==> src/rtl/vga_clk_reconfig_ctrl.sv <==
// Pixel-clock reconfiguration controller: pushes a three-write AXI4-Lite sequence
// into the clocking wizard, then supervises MMCM lock with timeout and retry.
module vga_clk_reconfig_ctrl #(
  parameter int NUM_RES = 2,
  parameter int RES_W = (NUM_RES > 1) ? $clog2(NUM_RES) : 1,
  parameter logic [NUM_RES*64-1:0] CFG_TABLE = {32'h0001_0309, 32'h0000_0A01,
                                                32'h0000_0019, 32'h0000_0A01},
  parameter int LOCK_TIMEOUT = 2_000_000,
  parameter int UNLOCK_WAIT = 64,
  parameter int MAX_RETRY = 2
) (
  input  logic             clk_100m_i,
  input  logic             arstn_i,
  input  logic             req_i,
  input  logic [RES_W-1:0] res_sel_i,
  output logic             busy_o,
  output logic             valid_o,
  output logic             err_o,
  output logic [1:0]       err_code_o,
  output logic [RES_W-1:0] cur_res_o,
  output logic [10:0]      m_awaddr_o,
  output logic             m_awvalid_o,
  input  logic             m_awready_i,
  output logic [31:0]      m_wdata_o,
  output logic [3:0]       m_wstrb_o,
  output logic             m_wvalid_o,
  input  logic             m_wready_i,
  input  logic [1:0]       m_bresp_i,
  input  logic             m_bvalid_i,
  output logic             m_bready_o,
  input  logic             locked_i
);
  // Handshake: a beat transfers on a rising edge where valid and ready are both
  // high; valid is held with stable payload until then and drops the cycle after.
  localparam int CNT_MAX = (LOCK_TIMEOUT > UNLOCK_WAIT) ? LOCK_TIMEOUT : UNLOCK_WAIT;
  localparam int CNT_W = $clog2(CNT_MAX + 1);
  localparam int RTY_W = (MAX_RETRY > 0) ? $clog2(MAX_RETRY + 1) : 1;
  localparam logic [CNT_W-1:0] LOCK_LAST   = CNT_W'(LOCK_TIMEOUT - 1);
  localparam logic [CNT_W-1:0] UNLOCK_LAST = CNT_W'(UNLOCK_WAIT - 1);
  localparam logic [RTY_W-1:0] RETRY_MAX   = RTY_W'(MAX_RETRY);
  localparam logic [RES_W:0]   NUM_RES_L   = (RES_W + 1)'(NUM_RES);

  typedef enum logic [2:0] {
    S_IDLE, S_WRITE, S_RESP, S_WAIT_UNLOCK, S_WAIT_LOCK, S_DONE, S_ERROR
  } state_t;

  state_t             state_q, state_d;
  logic [1:0]         step_q, step_d;
  logic [RTY_W-1:0]   retry_q, retry_d;
  logic [CNT_W-1:0]   cnt_q, cnt_d;
  logic [RES_W-1:0]   idx_q, idx_d;
  logic [RES_W-1:0]   cur_q, cur_d;
  logic               busy_q, busy_d;
  logic               valid_q, valid_d;
  logic               err_q, err_d;
  logic [1:0]         code_q, code_d;
  logic [10:0]        awaddr_q, awaddr_d;
  logic [31:0]        wdata_q, wdata_d;
  logic               awvalid_q, awvalid_d;
  logic               wvalid_q, wvalid_d;
  logic               bready_q, bready_d;
  logic               aw_done, w_done;

  // Address/data for a given step of the sequence for one table entry.
  function automatic logic [42:0] wr_beat(input logic [RES_W-1:0] idx, input logic [1:0] step);
    logic [63:0] entry;
    entry = CFG_TABLE[64*int'(idx) +: 64];
    case (step)
      2'd0:    wr_beat = {11'h200, entry[31:0]};
      2'd1:    wr_beat = {11'h208, entry[63:32]};
      default: wr_beat = {11'h25C, 32'h0000_0003};
    endcase
  endfunction

  assign aw_done = !awvalid_q || m_awready_i;
  assign w_done  = !wvalid_q || m_wready_i;

  always_comb begin
    state_d   = state_q;
    step_d    = step_q;
    retry_d   = retry_q;
    cnt_d     = cnt_q;
    idx_d     = idx_q;
    cur_d     = cur_q;
    busy_d    = busy_q;
    valid_d   = 1'b0;
    err_d     = err_q;
    code_d    = code_q;
    awaddr_d  = awaddr_q;
    wdata_d   = wdata_q;
    awvalid_d = awvalid_q;
    wvalid_d  = wvalid_q;
    bready_d  = bready_q;
    case (state_q)
      S_IDLE: begin
        if (req_i) begin
          if ({1'b0, res_sel_i} < NUM_RES_L) begin
            idx_d     = res_sel_i;
            step_d    = 2'd0;
            retry_d   = '0;
            err_d     = 1'b0;
            code_d    = 2'b00;
            busy_d    = 1'b1;
            {awaddr_d, wdata_d} = wr_beat(res_sel_i, 2'd0);
            awvalid_d = 1'b1;
            wvalid_d  = 1'b1;
            state_d   = S_WRITE;
          end else begin
            err_d   = 1'b1;
            code_d  = 2'b11;
            state_d = S_ERROR;
          end
        end
      end
      S_WRITE: begin
        if (awvalid_q && m_awready_i) awvalid_d = 1'b0;
        if (wvalid_q && m_wready_i) wvalid_d = 1'b0;
        if (aw_done && w_done) begin
          bready_d = 1'b1;
          state_d  = S_RESP;
        end
      end
      S_RESP: begin
        if (m_bvalid_i) begin
          bready_d = 1'b0;
          if (m_bresp_i != 2'b00) begin
            err_d   = 1'b1;
            code_d  = 2'b01;
            busy_d  = 1'b0;
            state_d = S_ERROR;
          end else if (step_q == 2'd2) begin
            cnt_d   = '0;
            state_d = S_WAIT_UNLOCK;
          end else begin
            step_d    = step_q + 2'd1;
            {awaddr_d, wdata_d} = wr_beat(idx_q, step_q + 2'd1);
            awvalid_d = 1'b1;
            wvalid_d  = 1'b1;
            state_d   = S_WRITE;
          end
        end
      end
      S_WAIT_UNLOCK: begin
        if (!locked_i || cnt_q == UNLOCK_LAST) begin
          cnt_d   = '0;
          state_d = S_WAIT_LOCK;
        end else begin
          cnt_d = cnt_q + 1'b1;
        end
      end
      S_WAIT_LOCK: begin
        if (locked_i) begin
          valid_d = 1'b1;
          cur_d   = idx_q;
          busy_d  = 1'b0;
          state_d = S_DONE;
        end else if (cnt_q == LOCK_LAST) begin
          // A failed lock replays the whole write sequence from step 0.
          if (retry_q < RETRY_MAX) begin
            retry_d   = retry_q + 1'b1;
            step_d    = 2'd0;
            cnt_d     = '0;
            {awaddr_d, wdata_d} = wr_beat(idx_q, 2'd0);
            awvalid_d = 1'b1;
            wvalid_d  = 1'b1;
            state_d   = S_WRITE;
          end else begin
            err_d   = 1'b1;
            code_d  = 2'b10;
            busy_d  = 1'b0;
            state_d = S_ERROR;
          end
        end else begin
          cnt_d = cnt_q + 1'b1;
        end
      end
      S_DONE:  state_d = S_IDLE;
      S_ERROR: state_d = S_IDLE;
      default: state_d = S_IDLE;
    endcase
  end

  always_ff @(posedge clk_100m_i or negedge arstn_i) begin
    if (!arstn_i) begin
      state_q   <= S_IDLE;
      step_q    <= 2'd0;
      retry_q   <= '0;
      cnt_q     <= '0;
      idx_q     <= '0;
      cur_q     <= '0;
      busy_q    <= 1'b0;
      valid_q   <= 1'b0;
      err_q     <= 1'b0;
      code_q    <= 2'b00;
      awaddr_q  <= '0;
      wdata_q   <= '0;
      awvalid_q <= 1'b0;
      wvalid_q  <= 1'b0;
      bready_q  <= 1'b0;
    end else begin
      state_q   <= state_d;
      step_q    <= step_d;
      retry_q   <= retry_d;
      cnt_q     <= cnt_d;
      idx_q     <= idx_d;
      cur_q     <= cur_d;
      busy_q    <= busy_d;
      valid_q   <= valid_d;
      err_q     <= err_d;
      code_q    <= code_d;
      awaddr_q  <= awaddr_d;
      wdata_q   <= wdata_d;
      awvalid_q <= awvalid_d;
      wvalid_q  <= wvalid_d;
      bready_q  <= bready_d;
    end
  end

  assign busy_o      = busy_q;
  assign valid_o     = valid_q;
  assign err_o       = err_q;
  assign err_code_o  = code_q;
  assign cur_res_o   = cur_q;
  assign m_awaddr_o  = awaddr_q;
  assign m_awvalid_o = awvalid_q;
  assign m_wdata_o   = wdata_q;
  assign m_wstrb_o   = 4'hF;
  assign m_wvalid_o  = wvalid_q;
  assign m_bready_o  = bready_q;
endmodule

==> config.mk <==
export PLATFORM = sky130hd
export DESIGN_NAME = vga_clk_reconfig_ctrl
export DESIGN_NICKNAME = d
export VERILOG_FILES = /design/src/rtl/vga_clk_reconfig_ctrl.sv
export SDC_FILE = /design/constraint.sdc
export NUM_CORES = 1
export LEC_CHECK = 0
export BUFFER_PORTS_ARGS = -buffer_cell sky130_fd_sc_hd__clkbuf_2
export CORE_MARGIN = 2
export CORE_UTILIZATION = 58
export CTS_CLUSTER_DIAMETER = 150
export CTS_CLUSTER_SIZE = 40
export DETAILED_ROUTE_END_ITERATION = 10
export HOLD_SLACK_MARGIN = 0.03
export PLACE_DENSITY_LB_ADDON = 0.1
export SYNTH_ARGS = -nofsm -noshare
export SYNTH_HDL_FRONTEND = slang
export SYNTH_SLANG_ARGS = --single-unit
==> constraint.sdc <==
create_clock -name clk_100m_i -period 3.3 [get_ports clk_100m_i]
set_input_delay 0.825 -clock clk_100m_i [delete_from_list [all_inputs] [get_ports clk_100m_i]]
set_output_delay 0.825 -clock clk_100m_i [all_outputs]
set_load 0.01 [all_outputs]
== Word level (Yosys, flattened, before mapping) ==
Index checks and enable logic that the tools add are counted.
Storage, ports and cells
  bits of input ports: 10
  word-level logic and storage cells: 156
  flip-flop bits (word level): 81
  output and inout port bits: 56
Operators by class
  magnitude comparators: 1
  eq/ne operators: 25
  reduce and logical (&&, ||, !) cells: 28
  add/sub/neg operators: 3
  shift operators: 2
  mux-type cells: 82
Operators by type and width (count)
  32-bit 2-to-1 mux: 7
  21-bit 2-to-1 mux: 7
  128-bit by 8-bit variable part select with 32-bit output (first input constant): 1
  128-bit by 8-bit variable part select with 64-bit output (first input constant): 1
  32-bit case mux with 3 select lines: 1
  39-bit case mux with 2 select lines: 1
  11-bit 2-to-1 mux: 7
  21-bit case mux with 3 select lines: 1
  11-bit case mux with 3 select lines: 1
  2-bit 2-to-1 mux: 16
  2-bit != test (second input constant): 14
  1-bit 2-to-1 mux: 24
  3-bit 2-to-1 mux: 8
  21-bit by 1-bit adder with 21-bit output (second input constant): 1
  21-bit equality test (second input constant): 1
  21-bit by 6-bit equality test with 1-bit output (second input constant): 1
  9-bit AND reduction: 2
  3-bit case mux with 5 select lines: 1
  2-bit case mux with 3 select lines: 2
  6-bit AND reduction: 2
  5-bit AND reduction: 2
  3-bit != test (second input constant): 3
  1-bit case mux with 4 select lines: 2
  8-bit AND reduction: 1
  21 further kinds: 34

== Longest topological paths before layout ==
  depth after elaboration: 7
  depth in mapped cells: 9
  depth with buffers taken out: 8

== Worst setup path before layout ==
OpenSTA, ideal clock, no wires.
  kind: reg2reg
  from: register cnt_q[0]
  to: register cnt_q[10]
  setup time: 121 ps
  setup slack: 1067 ps
  arrival time: 2113 ps
  period minus slack after synthesis: 2233 ps
  path buffers: 2
  data required time: 3179 ps
  cell stages (with the launch flop): 10
  path through: dfrtp_1 ha_1 nand4_1 or4_4 o21ai_4 and2_1 buf_6 nor2_2 buf_6 a22o_1
Between the ends
  longest elaborated chain between the ends: 4
  elaborated cells on any way between the ends: 10
  those cells by class: add/sub: 1; eq/ne: 3; mux: 4; reduce/logical: 2
Ends and longest elaborated chain
  start, declared: line 50  | logic [CNT_W-1:0] cnt_q, cnt_d;
  start signal, assigned: line 204  | cnt_q <= cnt_d;
  21-bit by 1-bit adder with 21-bit output (tied with other cells): line 148, 174
  21-bit 2-to-1 mux / 1-bit logical OR (equally long branches): line 157, 144
  21-bit 2-to-1 mux, on equally long branches: line 152, 144
  21-bit case mux with 3 select lines: line 94  | case (state_q)
Several ways; a longest one is shown, not always the timed one. The select of a mux whose other input is x is not followed.
A chain may end at the register's enable or synchronous reset.

== Worst setup path after layout ==
  from: register cnt_q[0]
  to: register cnt_q[16]
Same word-level chain as after synthesis.

==> run_summary.xml <==
<?xml version="1.0" encoding="UTF-8"?>
<metrics>
  <group name="status">
    <metric name="status" unit="">finished, final reports clean</metric>
  </group>
  <group name="clocking">
    <metric name="clkSlewWorstSetupHoldPaths" unit="ns">0.10</metric>
    <metric name="cts_inserted_buffers" unit="">5</metric>
    <metric name="postCtsSetupBuffers" unit="">0</metric>
    <metric name="clock_tree.htree_level_count" unit="">2</metric>
    <metric name="post_cts_resize_count" unit="">0</metric>
    <metric name="cts_root_buffer" unit="">sky130_fd_sc_hd__clkbuf_8</metric>
    <metric name="cts_sinks" unit="">46</metric>
    <metric name="tritoncts" unit="">yes</metric>
    <metric name="clock_latency" unit="ns">0.31</metric>
    <metric name="clk_path_buf_depth" unit="">2</metric>
    <metric name="postCtsHoldBufs" unit="">0</metric>
  </group>
  <group name="global_route">
    <metric name="antenna_found_initial" unit="">0</metric>
    <metric name="maximum_number_of_pins_on_one_net_before_global_route_repair" unit="">47</metric>
    <metric name="number_of_global_route_vias_before_repair" unit="">2148</metric>
    <metric name="globalRoute.totalOverflow" unit="">0</metric>
    <metric name="grt_util_all_layers" unit="">0.227</metric>
    <metric name="global_route_wire_length_before_repair" unit="um">9790</metric>
  </group>
  <group name="yosys">
    <metric name="synth_top_cells_by_count" unit="">46 x sky130_fd_sc_hd__dfrtp_1, 40 x sky130_fd_sc_hd__buf_4, 24 x sky130_fd_sc_hd__nand2_1</metric>
    <metric name="netlist.top_cell.by_area" unit="">sky130_fd_sc_hd__dfrtp_1</metric>
    <metric name="seq_area_frac_synth" unit="">0.397</metric>
    <metric name="postSynthCellCount" unit="">325</metric>
    <metric name="yosys_warns" unit="">0</metric>
    <metric name="synth-edff-count" unit="">0</metric>
    <metric name="synth_top_area_frac" unit="">0.397</metric>
    <metric name="synth_top_flop_cell" unit="">sky130_fd_sc_hd__dfrtp_1</metric>
    <metric name="synth_async_sr_flop_share" unit="">1.00</metric>
    <metric name="avgSynthCellArea" unit="um^2">8.92</metric>
    <metric name="most_common_cell_in_the_synthesized_netlist" unit="">sky130_fd_sc_hd__dfrtp_1</metric>
    <metric name="synthTopCellsByArea" unit="">sky130_fd_sc_hd__dfrtp_1 40%, sky130_fd_sc_hd__buf_4 10%, sky130_fd_sc_hd__o21ai_0 3.5%</metric>
    <metric name="synth-seq-cells" unit="">46</metric>
    <metric name="syn_area" unit="um^2">2900</metric>
    <metric name="synth_cell_types" unit="">54</metric>
  </group>
  <group name="sta">
    <metric name="finClkSkew" unit="ns">0.00946</metric>
    <metric name="rsz_0062_raised_after_global_routing" unit="">no</metric>
    <metric name="final.setup.worst_slack" unit="ns">0.635</metric>
    <metric name="maxSlewViolCount" unit="">0</metric>
    <metric name="timing.slew.headroom" unit="">0.483</metric>
    <metric name="hold-worst-slack" unit="ns">0.499</metric>
    <metric name="hold_viol" unit="">0</metric>
    <metric name="layout_min_cycle_time" unit="ns">2.67</metric>
    <metric name="tightestPinTransition" unit="ns">0.769</metric>
    <metric name="fmaxAchievable" unit="GHz">0.375</metric>
    <metric name="final-setup-viol-count" unit="">0</metric>
    <metric name="timing.setup.tns" unit="ns">0</metric>
    <metric name="fin_crit_sh" unit="">0.808</metric>
  </group>
  <group name="detailed_routing">
    <metric name="wirelength" unit="um">5780</metric>
    <metric name="wl_per_cell" unit="um">14.0</metric>
    <metric name="drcViolationCount" unit="">0</metric>
    <metric name="antenna_violating_nets_post_route" unit="">0</metric>
    <metric name="detailroute.via_count" unit="">2307</metric>
    <metric name="first_iter_violations" unit="">172</metric>
    <metric name="drt_pre_antenna_iters" unit="">4</metric>
    <metric name="detail_route.vias_per_cell" unit="">5.57</metric>
  </group>
  <group name="place">
    <metric name="detailed_place_hpwl" unit="um">4070</metric>
    <metric name="standard_cell_area_after_detailed_placement" unit="um^2">2920</metric>
    <metric name="portBuffers" unit="">31</metric>
    <metric name="worst_case_setup_slack_after_placement" unit="ns">0.672</metric>
    <metric name="routabilityCongestion" unit="">0.868</metric>
  </group>
  <group name="setup_path">
    <metric name="timing.critical_path.fanout_max" unit="">19</metric>
    <metric name="setup.worst_path.class" unit="">reg -&gt; reg</metric>
    <metric name="crit_path_top_delay_cell" unit="">sky130_fd_sc_hd__or4_4</metric>
    <metric name="required" unit="ns">3.49</metric>
    <metric name="cp_cell_sequence" unit="">ha_1, nand4_1, or4_4, nor2_4, a32o_2, nand2b_1, o21ai_0</metric>
    <metric name="timing.critical_path.slowest_cell_delay" unit="ns">0.61</metric>
    <metric name="cpLargestDelayFamily" unit="">simple AND/OR/NAND/NOR gates</metric>
    <metric name="crit_arrival" unit="ns">2.86</metric>
    <metric name="count_of_buffering_cells_on_the_critical_path_with_inverters_included" unit="">0</metric>
    <metric name="setup.worst_path.start_class" unit="">flip-flop</metric>
    <metric name="endpoint_kind" unit="">flip-flop</metric>
  </group>
  <group name="floorplan">
    <metric name="fp-row-count" unit="">25</metric>
    <metric name="initial_cell_density_of_the_core" unit="">0.606</metric>
    <metric name="floorplan.die.width" unit="um">74.7</metric>
    <metric name="core_region_area" unit="um^2">4790</metric>
    <metric name="die_h" unit="um">74.7</metric>
    <metric name="area_enclosed_by_the_die_boundary" unit="um^2">5580</metric>
    <metric name="boundaryPins" unit="">66</metric>
  </group>
  <group name="finish">
    <metric name="syn_to_final_growth" unit="%">3.88</metric>
    <metric name="layout.nets" unit="">361</metric>
    <metric name="post_route_cells_drive_above_1_share" unit="">0.167</metric>
    <metric name="finalInstanceArea" unit="um^2">3010</metric>
    <metric name="diodes" unit="">0</metric>
  </group>
  <group name="pwr">
    <metric name="power_per_cell_area" unit="nW/um^2">685</metric>
    <metric name="leakage" unit="nW">1.42</metric>
    <metric name="vdd.ir_drop.worst" unit="mV">0.275</metric>
  </group>
  <group name="min_path">
    <metric name="worstHoldPathType" unit="">reg -&gt; reg</metric>
  </group>
  <group name="flow_run">
    <metric name="maxCapViolations" unit="">0</metric>
  </group>
</metrics>
layer usage:
| layer | track usage | routed length (um) | share of wire | vias to the layer above |
|---|---|---|---|---|
| met2 | 0.380 | 2790 | 0.48 | 69 |
| met1 | 0.304 | 2650 | 0.46 | 1103 |
| met3 | 0.0348 | 252 | 0.044 | 9 |
| met4 | 0.0754 | 79 | 0.014 | 0 |
| li1 | - | - | - | 1126 |
| met5 | 0 | 0 | 0 | - |
power breakdown:
part / switching, W / internal, W
Clock: 0.000212 / 0.000153
Combinational: 0.000493 / 0.000355
Sequential: 0.000157 / 0.000693
registers in the layout, indices dropped and copies added (netlist names):
signal / flops
valid_o: 1
retry_q: 2
cnt_q: 21
step_q: 2
err_o: 1
m_awvalid_o: 1
m_bready_o: 1
m_wvalid_o: 1
cur_res_o: 1
m_awaddr_o: 2
idx_q: 1
m_wdata_o: 6
err_code_o: 2
state_q: 3
busy_o: 1
cells by family (layout without fill, tap and decap cells):
kind of cell | Yosys count | count (layout) | share of synthesized area
muxes | 5 | 5 | 0.0190
DFF | 46 | 46 | 0.397
AOI/OAI and AO/OA | 87 | 87 | 0.210
buffers and inverters | 66 | 56 | 0.145
adders and majority gates | 5 | 5 | 0.0216
other | 2 | 34 | 0.00259
and+or+nand+nor | 114 | 114 | 0.205
metrics by stage:
stage          cells  utilization  total power [W]
4_1_cts          414        0.630          0.00208
3_5_place_dp     406        0.610          0.00171
2_1_floorplan    357            -          0.00153
3_3_place_gp     406        0.610          0.00169
6_report         414        0.630          0.00206
5_1_grt          414        0.630          0.00223
worst paths after layout:
check | start | end | slack, ns | cells after the start
setup / recovery | cnt_q[0] | cnt_q[16] | 0.63 | 7
hold / removal | m_wdata_o[9] | m_wdata_o[9] | 0.50 | 1
min in group asynchronous | arstn_i | m_wdata_o[11] | 0.58 | 2
setup reg to reg | cnt_q[0] | cnt_q[16] | 0.63 | 7
hold reg to reg | m_wdata_o[9] | m_wdata_o[9] | 0.50 | 1
max in group asynchronous | arstn_i | cnt_q[7] | 2.31 | 2
placed cells by master (no fill, tap or decap), types with 4 or more instances in the layout:
| cell | count |
|---|---|
| sky130_fd_sc_hd__dfrtp_1 | 46 |
| sky130_fd_sc_hd__conb_1 | 34 |
| sky130_fd_sc_hd__clkbuf_2 | 31 |
| sky130_fd_sc_hd__nand2_1 | 24 |
| sky130_fd_sc_hd__nor2_1 | 21 |
| sky130_fd_sc_hd__o21ai_0 | 20 |
| sky130_fd_sc_hd__nand3_1 | 17 |
| sky130_fd_sc_hd__inv_1 | 13 |
| sky130_fd_sc_hd__a21oi_1 | 13 |
| sky130_fd_sc_hd__a21o_1 | 12 |
| sky130_fd_sc_hd__a22o_1 | 11 |
| sky130_fd_sc_hd__nand4_1 | 8 |
| sky130_fd_sc_hd__nor3_1 | 6 |
| sky130_fd_sc_hd__nand2b_1 | 6 |
| sky130_fd_sc_hd__nor2b_1 | 5 |
| sky130_fd_sc_hd__a2bb2oi_1 | 5 |
| sky130_fd_sc_hd__o31ai_1 | 5 |
| sky130_fd_sc_hd__ha_1 | 5 |
| sky130_fd_sc_hd__clkbuf_8 | 5 |
| sky130_fd_sc_hd__and3_1 | 4 |
| sky130_fd_sc_hd__nor4_1 | 4 |
| sky130_fd_sc_hd__or2_2 | 4 |
| sky130_fd_sc_hd__mux2_2 | 4 |
| sky130_fd_sc_hd__buf_4 | 4 |
cell type report:
type                            count  area, um^2
Clock inverter                      3        25.0
Inverter                           13        48.8
Timing Repair Buffer               35         185
Fill cell                         445        1770
Sequential cell                    46        1150
Multi-Input combinational cell    245        1450
Clock buffer                        5        68.8
Tap cell                           67        83.8
Note: power is estimated with default switching activity, not from simulation.
